File: src/rtl/regfile_pkg.sv
// Shared types and defaults for the two-read/one-write register file with clear sweep.
package regfile_pkg;

    typedef enum logic {
        CLEAR = 1'b0,
        RUN   = 1'b1
    } sweepState_e;

    localparam int REGFILE_DATA_WIDTH = 32;
    localparam int REGFILE_ADDR_WIDTH = 5;
    localparam int ZERO_REG           = 0;

endpackage

File: src/rtl/regfile_sweep_if.sv
// Decode/writeback side of the register file: two read ports, one write port, Ready status.
interface regfile_sweep_if #(
    parameter int DATA_WIDTH = regfile_pkg::REGFILE_DATA_WIDTH,
    parameter int ADDR_WIDTH = regfile_pkg::REGFILE_ADDR_WIDTH
);

    logic [ADDR_WIDTH-1:0] ReadRegister1;
    logic [ADDR_WIDTH-1:0] ReadRegister2;
    logic [DATA_WIDTH-1:0] ReadData1;
    logic [DATA_WIDTH-1:0] ReadData2;
    logic [ADDR_WIDTH-1:0] WriteRegister;
    logic [DATA_WIDTH-1:0] WriteData;
    logic                  RegWrite;
    logic                  Ready;

    modport master (
        output ReadRegister1, ReadRegister2, WriteRegister, WriteData, RegWrite,
        input  ReadData1, ReadData2, Ready
    );

    modport slave (
        input  ReadRegister1, ReadRegister2, WriteRegister, WriteData, RegWrite,
        output ReadData1, ReadData2, Ready
    );

endinterface

File: src/rtl/regfile_clear_seq.sv
// Post-reset clear sequencer: walks every array index once, then parks in RUN with ready high.
module regfile_clear_seq
    import regfile_pkg::*;
#(
    parameter int ADDR_WIDTH = REGFILE_ADDR_WIDTH
) (
    input  logic                  Clk,
    input  logic                  Reset_n,
    output logic                  clearEn,
    output logic [ADDR_WIDTH-1:0] clearIdx,
    output logic                  ready
);

    localparam logic [ADDR_WIDTH-1:0] LAST_IDX = '1;

    sweepState_e state;

    // RUN is terminal; only a reset brings the sweep back to entry 0.
    always_ff @(posedge Clk or negedge Reset_n) begin
        if (!Reset_n) begin
            state    <= CLEAR;
            clearIdx <= '0;
            ready    <= 1'b0;
        end else begin
            case (state)
                CLEAR: begin
                    clearIdx <= clearIdx + ADDR_WIDTH'(1);
                    if (clearIdx == LAST_IDX) begin
                        state <= RUN;
                        ready <= 1'b1;
                    end
                end
                RUN: begin
                end
            endcase
        end
    end

    assign clearEn = (state == CLEAR);

endmodule

File: src/rtl/regfile_sweep.sv
// MIPS register file: 2 combinational reads, 1 write, r0 hardwired to zero, swept clear after reset.
// Define REGFILE_BYPASS_EN to forward same-cycle write data onto a matching read port.
module regfile_sweep
    import regfile_pkg::*;
#(
    parameter int DATA_WIDTH = REGFILE_DATA_WIDTH,
    parameter int ADDR_WIDTH = REGFILE_ADDR_WIDTH
) (
    input logic          Clk,
    input logic          Reset_n,
    regfile_sweep_if.slave bus
);

    localparam int                    DEPTH    = 2 ** ADDR_WIDTH;
    localparam logic [ADDR_WIDTH-1:0] ZERO_IDX = ADDR_WIDTH'(ZERO_REG);

    logic [DATA_WIDTH-1:0] regs [DEPTH];
    logic                  clearEn;
    logic [ADDR_WIDTH-1:0] clearIdx;
    logic                  ready;
    logic                  userWrite;
    logic [DATA_WIDTH-1:0] readData1;
    logic [DATA_WIDTH-1:0] readData2;

    regfile_clear_seq #(
        .ADDR_WIDTH(ADDR_WIDTH)
    ) clearSeq (
        .Clk     (Clk),
        .Reset_n (Reset_n),
        .clearEn (clearEn),
        .clearIdx(clearIdx),
        .ready   (ready)
    );

    assign userWrite = ready && bus.RegWrite && (bus.WriteRegister != ZERO_IDX);

    // The array has no reset; the sweep owns the write port until ready rises.
    always_ff @(posedge Clk) begin
        if (clearEn) begin
            regs[clearIdx] <= '0;
        end else if (userWrite) begin
            regs[bus.WriteRegister] <= bus.WriteData;
        end
    end

    always_comb begin
        readData1 = '0;
        if (ready && (bus.ReadRegister1 != ZERO_IDX)) begin
            readData1 = regs[bus.ReadRegister1];
`ifdef REGFILE_BYPASS_EN
            if (userWrite && (bus.WriteRegister == bus.ReadRegister1)) begin
                readData1 = bus.WriteData;
            end
`endif
        end
    end

    always_comb begin
        readData2 = '0;
        if (ready && (bus.ReadRegister2 != ZERO_IDX)) begin
            readData2 = regs[bus.ReadRegister2];
`ifdef REGFILE_BYPASS_EN
            if (userWrite && (bus.WriteRegister == bus.ReadRegister2)) begin
                readData2 = bus.WriteData;
            end
`endif
        end
    end

    assign bus.ReadData1 = readData1;
    assign bus.ReadData2 = readData2;
    assign bus.Ready     = ready;

endmodule

File: src/flat_wrapper.sv
// flat-port wrapper written by rule: the top's interface ports become plain ports
module regfile_sweep_flat import regfile_pkg::*;
#(
    parameter int DATA_WIDTH = REGFILE_DATA_WIDTH,
    parameter int ADDR_WIDTH = REGFILE_ADDR_WIDTH
)
  (Clk, Reset_n, bus_ReadRegister1, bus_ReadRegister2, bus_WriteRegister, bus_WriteData, bus_RegWrite, bus_ReadData1, bus_ReadData2, bus_Ready);
  regfile_sweep_if #(.DATA_WIDTH(DATA_WIDTH), .ADDR_WIDTH(ADDR_WIDTH)) bus_i ();
  input logic Clk;
  input logic Reset_n;
  input wire logic [$bits(bus_i.ReadRegister1)-1:0] bus_ReadRegister1;
  input wire logic [$bits(bus_i.ReadRegister2)-1:0] bus_ReadRegister2;
  input wire logic [$bits(bus_i.WriteRegister)-1:0] bus_WriteRegister;
  input wire logic [$bits(bus_i.WriteData)-1:0] bus_WriteData;
  input wire logic [$bits(bus_i.RegWrite)-1:0] bus_RegWrite;
  output wire logic [$bits(bus_i.ReadData1)-1:0] bus_ReadData1;
  output wire logic [$bits(bus_i.ReadData2)-1:0] bus_ReadData2;
  output wire logic [$bits(bus_i.Ready)-1:0] bus_Ready;
  assign bus_i.ReadRegister1 = bus_ReadRegister1;
  assign bus_i.ReadRegister2 = bus_ReadRegister2;
  assign bus_i.WriteRegister = bus_WriteRegister;
  assign bus_i.WriteData = bus_WriteData;
  assign bus_i.RegWrite = bus_RegWrite;
  assign bus_ReadData1 = bus_i.ReadData1;
  assign bus_ReadData2 = bus_i.ReadData2;
  assign bus_Ready = bus_i.Ready;
  regfile_sweep #(.DATA_WIDTH(DATA_WIDTH), .ADDR_WIDTH(ADDR_WIDTH)) u_core (.Clk(Clk), .Reset_n(Reset_n), .bus(bus_i));
endmodule
File: config.mk
export PLATFORM = sky130hd
export DESIGN_NAME = regfile_sweep_flat
export DESIGN_NICKNAME = d
export VERILOG_FILES = /design/src/rtl/regfile_pkg.sv /design/src/rtl/regfile_sweep_if.sv /design/src/rtl/regfile_clear_seq.sv /design/src/rtl/regfile_sweep.sv /design/src/flat_wrapper.sv
export SDC_FILE = /design/constraint.sdc
export NUM_CORES = 1
export LEC_CHECK = 0
export CAP_MARGIN = 20
export CORE_AREA = 2 2 351 353
export CTS_CLUSTER_SIZE = 14
export DETAILED_ROUTE_END_ITERATION = 6
export DIE_AREA = 0 0 353 355
export GPL_TIMING_DRIVEN = 0
export PLACE_DENSITY_LB_ADDON = 0.3
export SLEW_MARGIN = 10
export SYNTH_ARGS = -nofsm -noshare
export SYNTH_HDL_FRONTEND = slang
export SYNTH_SLANG_ARGS = --single-unit
File: constraint.sdc
create_clock -name Clk -period 5.51 [get_ports Clk]
set_input_delay 0.8265 -clock Clk [delete_from_list [all_inputs] [get_ports Clk]]
set_output_delay 0.8265 -clock Clk [all_outputs]
set_load 0.05 [all_outputs]
==> results of run 1 <==
-- synthesized netlist by cell type (all sizes together) (64+ instances only) --
master,n
a211oi,65
a22oi,192
buf,123
clkbuf,112
edfxtp,1024
mux2,197
mux2i,288
mux4,238
nand3,104
nand4,64
nor2b,69
o21ai,67
o22ai,66
-- metrics by stage --
| stage | setup slack (ns) | hold WS, ns | total power [mW] |
|---|---|---|---|
| floorplan | 0.908 | 0.519 | 9.80 |
| global placement | -3.27 | 0.556 | 10.5 |
| detailed placement | -0.676 | 0.564 | 10.6 |
| CTS | 0.000702 | 0.395 | 17.4 |
| global route | -0.00465 | 0.425 | 17.7 |
| finish | -0.111 | 0.406 | 17.4 |
-- final cells by class --
type	count	area share [%]
sequential	1031	54.5
multi-input combinational	1653	29.3
timing repair buffer	228	4.88
clock buffer	124	4.72
tap	1625	3.58
buffer	233	1.98
clock inverter	64	0.985
inverter	4	0.0264
antenna	4	0.0176
-- power breakdown --
part           switching [mW]  leakage (nW)  total [mW]  internal, mW
clock                    3.08          1.59        6.91          3.83
combinational            1.28          8.05        1.84         0.562
sequential            0.00363          10.7        8.65          8.65
total                    4.36          20.4        17.4          13.0
-- per-layer routing --
metal / vias to the layer above / GRT usage (%)
li1: 12798 / -
met1: 16563 / 36.5
met2: 2364 / 43.2
met3: 437 / 8.19
met4: 10 / 12.0
met5: - / 0
-- sequential cells by signal, indices dropped and copies added (netlist names) --
| name | count |
|---|---|
| u_core.clearSeq.ready | 1 |
| u_core.regs | 1024 |
| u_core.clearSeq.clearIdx | 5 |
| u_core.clearSeq.state | 1 |
-- worst max-delay path: stages --
cell and delay [ns]:
clkdlybuf4s50_1 0.77, nor2b_1 0.19, buf_1 0.59, clkbuf_1 0.80, a22oi_1 0.15, nand3_1 0.32
nand4_1 0.33, clkdlybuf4s50_1 0.81
-- path summary, 6_finish.rpt --
path,cells after the start,startpoint,endpoint
max in group asynchronous,1,Reset_n,u_core.clearSeq.clearIdx[3]
worst min register to register,1,u_core.clearSeq.clearIdx[0],u_core.clearSeq.clearIdx[0]
worst max register to register,9,u_core.clearSeq.ready,u_core.regs[17][9]
min in group Clk,1,u_core.clearSeq.clearIdx[0],u_core.clearSeq.clearIdx[0]
worst max-delay path,8,bus_ReadRegister2[1],bus_ReadData2[31]
worst min-delay path,1,Reset_n,u_core.clearSeq.clearIdx[2]
-- logic make-up (layout without fill, tap and decap cells) --
| kind of cell | after synthesis | in the layout |
|---|---|---|
| flops | 1031 | 1031 |
| fa+ha+maj | 2 | 2 |
| xor+xnor | 3 | 3 |
| compound gates | 474 | 474 |
| buf+inv | 239 | 653 |
| simple gates | 451 | 451 |
| other cells | 0 | 4 |
| mux | 723 | 723 |
-- what timing repair did --
item,in CTS,in global routing
setup buffers,0,0
resized for setup,58,30
setup endpoints to repair,63,24
==> results.cfg, run 1 <==
[outcome]
run_status = complete, but fails checks
violations_in_the_final_reports = setup timing

[drt]
detailed_route_iter0_violations = 5122
wl_per_cell_um = 35.9
detail-route-antenna-nets = 0
met3WireLength_um = 23600
wl_um = 178000
drt-pass1-iter-count = 5
dr.max_layer_used = met5
routed-wl-met2_um = 80500
route.vias.total = 32172
remaining_drc_errors = 0
wirelength_met1_um = 65700
detail_route.vias_per_cell = 6.48

[global_routing]
grt_max_degree = 33
grt_pass1_wl_um = 243000
grt_usage_pct = 27.8
grt.overflow.total = 0
antenna_found_initial = 9
first_global_vias = 31102

[worst_setup_path]
reg2reg_slack_ns = 1.73
startpoint_class_of_the_critical_path = input port
critPathArrivalTime_ns = 4.79
crit_path_max_fanout = 10
critical_path_class = in2out
critPathCaptureType = output port
worstPathRequired_ns = 4.68

[cells_and_area]
sequential_cell_area_sq_um = 30900
finish.instance_area_sq_um = 56800
fillers = 10454
area_of_combinational_cells_with_multiple_inputs_sq_um = 16700
final_net_count = 3305
utilization_pct = 46.8
areaGrowthSynthToFinish_pct = 17.4
layout_cells_sized_above_1_pct = 26.9
highest_count_cells_in_the_layout_ignoring_fill_and_taps = edfxtp_1 (1,024), mux2i_1 (288), mux4_2 (238)
layout.cells.most_common = edfxtp_1
final_cell_count_no_fill = 4966

[yosys]
syn-cell-area_sq_um = 48400
ys_warn_count = 0
post_synth_xor_area_fraction_pct = 0.0543
synth_top_area_cell = edfxtp_1
post_synth_main_area_contributors = edfxtp_1 (64%), mux4_2 (11%), mux2i_1 (6.0%)
synth-seq-area-share_pct = 63.9
syn_nets = 2975
dominant_combinational_cell_family_by_area_after_synthesis = multiplexers
postSynthAreaPerCell_sq_um = 16.5
fraction_of_the_mapped_netlist_area_in_compound_gates_pct = 6.82
yosysTopAreaCellShare_pct = 63.6
synth_enable_flop_cells = 1024
synthDistinctLibCells = 51
simple_gate_share_of_the_synthesized_area_pct = 5.23
number_of_instances_in_the_synthesized_netlist = 2923
yosys.area_share.adder_pct = 0.0517
synth-seq-cells = 1031
ys.flop_type = edfxtp_1
muxShareOfSynthArea_pct = 21.6
postSynth.asyncResetShare_pct = 0.679

[clock_tree]
ctsHtreeMaxLevel = 3
number_of_cts_inserted_buffers = 102
tritoncts_num_sinks = 1031
worstSkewPairLatency_ns = 0.72
cts_tree = yes
cts-root-to-sink-buffers = 3
clock-root-buffer = clkbuf_16
ctsHoldBuffers = 0
path_clk_slew_ns = 0.06

[die]
std_cell_rows = 128
fp.dieW_um = 353
design.core.area_sq_um = 121000
die_height_um = 355
die_area_sq_um = 125000
boundaryPins = 115
initial_utilization_pct = 39.8

[sta]
finalCriticalPeriod_ns = 5.62
setup_slack_ns = -0.111
report.final.hold_viol_count = 0
maxClockFrequency_mhz = 178
slew_viol_final = 0
max_slew_margin_pct = 25.8
layout_worst_path_cycle_share_pct = 102
timing.final.setup_violations = 9
worst_pin_slew_ns = 1.11
final.setup.tns_ns = -0.466
timing.clock.skew_ns = 0.0494

[pwr]
power.ir.vdd_worst_mv = 0.263
cellLeakagePower_nw = 20.4
power_density_over_cell_area_nw_per_um2 = 306

[placement]
io_buffers = 112
placement.cell_area_sq_um = 53200
place_inst = 4767
dp.final_hpwl_um = 130000
finalWeightedCongestion = 0.990

[flow_run]
maxCapViolCount = 0

[hold_path]
timing.hold.worst.class = in2async
(Power assumes the default switching activity.)
==> inputs of run 2 (changes only) <==
- clock period: 5.51 -> 5.98 ns (I/O delays scaled with it)
==> results.cfg, run 2 (same netlist as run 1, synthesis figures left out) <==
[outcome]
run_status = complete, but fails checks
violations_in_the_final_reports = DRC, setup timing

[worst_setup_path]
crit_path_max_fanout = 10
worstPathRequired_ns = 5.08
startpoint_class_of_the_critical_path = input port
critPathCaptureType = output port
critPathArrivalTime_ns = 5.18
critical_path_class = in2out

[cells_and_area]
final_net_count = 3308
fillers = 10465
highest_count_cells_in_the_layout_ignoring_fill_and_taps = edfxtp_1 (1,024), mux2i_1 (288), mux4_2 (238)
utilization_pct = 46.7
finish.instance_area_sq_um = 56700
layout_cells_sized_above_1_pct = 26.1
largest_register_ffs = 1024
top_reg_by_flops = u_core.regs
registers_with_the_most_flip_flops = u_core.regs: 1024 flops, u_core.clearSeq.clearIdx: 5 flops
layout.cells.most_common = edfxtp_1
areaGrowthSynthToFinish_pct = 17.3

[global_routing]
grt_usage_pct = 27.8
grt.overflow.total = 0
first_global_vias = 31045
grt_max_degree = 33
grt_pass1_wl_um = 243000
antenna_found_initial = 8

[drt]
wl_per_cell_um = 35.9
remaining_drc_errors = 6
detail-route-antenna-nets = 0
drt-pass1-iter-count = 7
detail_route.vias_per_cell = 6.47
detailed_route_iter0_violations = 5011
route.vias.total = 32157
wl_um = 179000

[clock_tree]
ctsHtreeMaxLevel = 3
worstSkewPairLatency_ns = 0.72
path_clk_slew_ns = 0.06
clock-root-buffer = clkbuf_16
cts-root-to-sink-buffers = 3
cts_post_setup_buffers_inserted = 0
ctsHoldBuffers = 0
cts_tree = yes
number_of_cts_inserted_buffers = 102
tritoncts_num_sinks = 1031

[die]
die_area_sq_um = 125000
initial_utilization_pct = 39.8
boundaryPins = 115
fp.dieW_um = 353
design.core.area_sq_um = 121000
die_height_um = 355
std_cell_rows = 128

[sta]
layout_worst_path_cycle_share_pct = 102
timing.final.setup_violations = 14
slew_viol_final = 0
setup_slack_ns = -0.101
max_slew_margin_pct = 11.2
maxClockFrequency_mhz = 164
rsz_0062_raised_after_global_routing = false
report.final.hold_viol_count = 0
finalCriticalPeriod_ns = 6.08
worst_pin_slew_ns = 1.33
timing.clock.skew_ns = 0.0463

[pwr]
power_density_over_cell_area_nw_per_um2 = 283
power.ir.vdd_worst_mv = 0.244
cellLeakagePower_nw = 20.1

[placement]
finalWeightedCongestion = 0.990
placement.cell_area_sq_um = 53200
dp.final_hpwl_um = 130000
io_buffers = 112

[flow_run]
maxCapViolCount = 0

[hold_path]
timing.hold.worst.class = in2async
[run 2: worst max-delay path, cell delays in order]
cell and delay [ns]:
clkdlybuf4s50_1 0.72, buf_2 0.33, buf_4 0.30, buf_2 0.39, clkbuf_1 0.76, a211oi_1 0.19, o31a_1 0.43, nand4_1 0.26
clkdlybuf4s50_1 0.88
[run 2: cell type report]
cell class | instances | area, sq um | share of cell area (%)
inverter | 4 | 15.0 | 0.0265
buffer | 235 | 1100 | 1.95
antenna | 5 | 12.5 | 0.0221
sequential | 1031 | 30900 | 54.5
timing repair buffer | 229 | 2770 | 4.89
clock inverter | 64 | 559 | 0.986
clock buffer | 124 | 2680 | 4.72
multi-input combinational | 1653 | 16600 | 29.3
tap | 1625 | 2030 | 3.59
[run 2: what timing repair did]
item | 4_1_cts | 5_1_grt
resized for setup | 9 | 17
gates cloned | 0 | 0
endpoints found under the setup margin | 20 | 18
[run 2: through the flow]
| step | setup WS (ns) | power [mW] | TNS (ns) | hold WS [ns] | std cells |
|---|---|---|---|---|---|
| 4_1_cts | 0.000882 | 16.0 | 0 | 0.465 | 4955 |
| 3_5_place_dp | -0.347 | 9.76 | -2.60 | 0.564 | 4767 |
| 5_1_grt | 0.00122 | 16.4 | 0 | 0.495 | 4965 |
| 3_3_place_gp | -2.87 | 9.72 | -1073.88 | 0.556 | 4660 |
| 6_report | -0.101 | 16.0 | -0.687 | 0.478 | 4970 |
| 2_1_floorplan | 1.31 | 9.03 | 0 | 0.519 | 2923 |
[run 2: per-layer routing]
layer | vias to the layer above | part of all wire (%) | global-route usage (%)
met5 | - | 0.016 | 0
met4 | 4 | 4.7 | 12.0
met3 | 439 | 13 | 8.35
met2 | 2339 | 45 | 43.3
met1 | 16569 | 37 | 36.3
li1 | 12806 | - | -
[run 2: worst paths after layout]
kind / start / to / slack, ns / cells after the start
max in group asynchronous: Reset_n / u_core.clearSeq.clearIdx[3] / 5.25 / 1
worst min register to register: u_core.clearSeq.clearIdx[0] / u_core.clearSeq.clearIdx[0] / 0.58 / 1
worst max register to register: u_core.clearSeq.ready / u_core.regs[17][9] / 2.26 / 9
worst max-delay path: bus_ReadRegister1[1] / bus_ReadData1[1] / -0.10 / 9
worst min-delay path: Reset_n / u_core.clearSeq.clearIdx[2] / 0.48 / 1
min in group Clk: u_core.clearSeq.clearIdx[0] / u_core.clearSeq.clearIdx[0] / 0.58 / 1
[run 2: power by group]
group | total [mW] | internal (mW) | switching (mW)
Clock | 6.37 | 3.53 | 2.84
Combinational | 1.70 | 0.524 | 1.17
Sequential | 7.97 | 7.97 | 0.00335
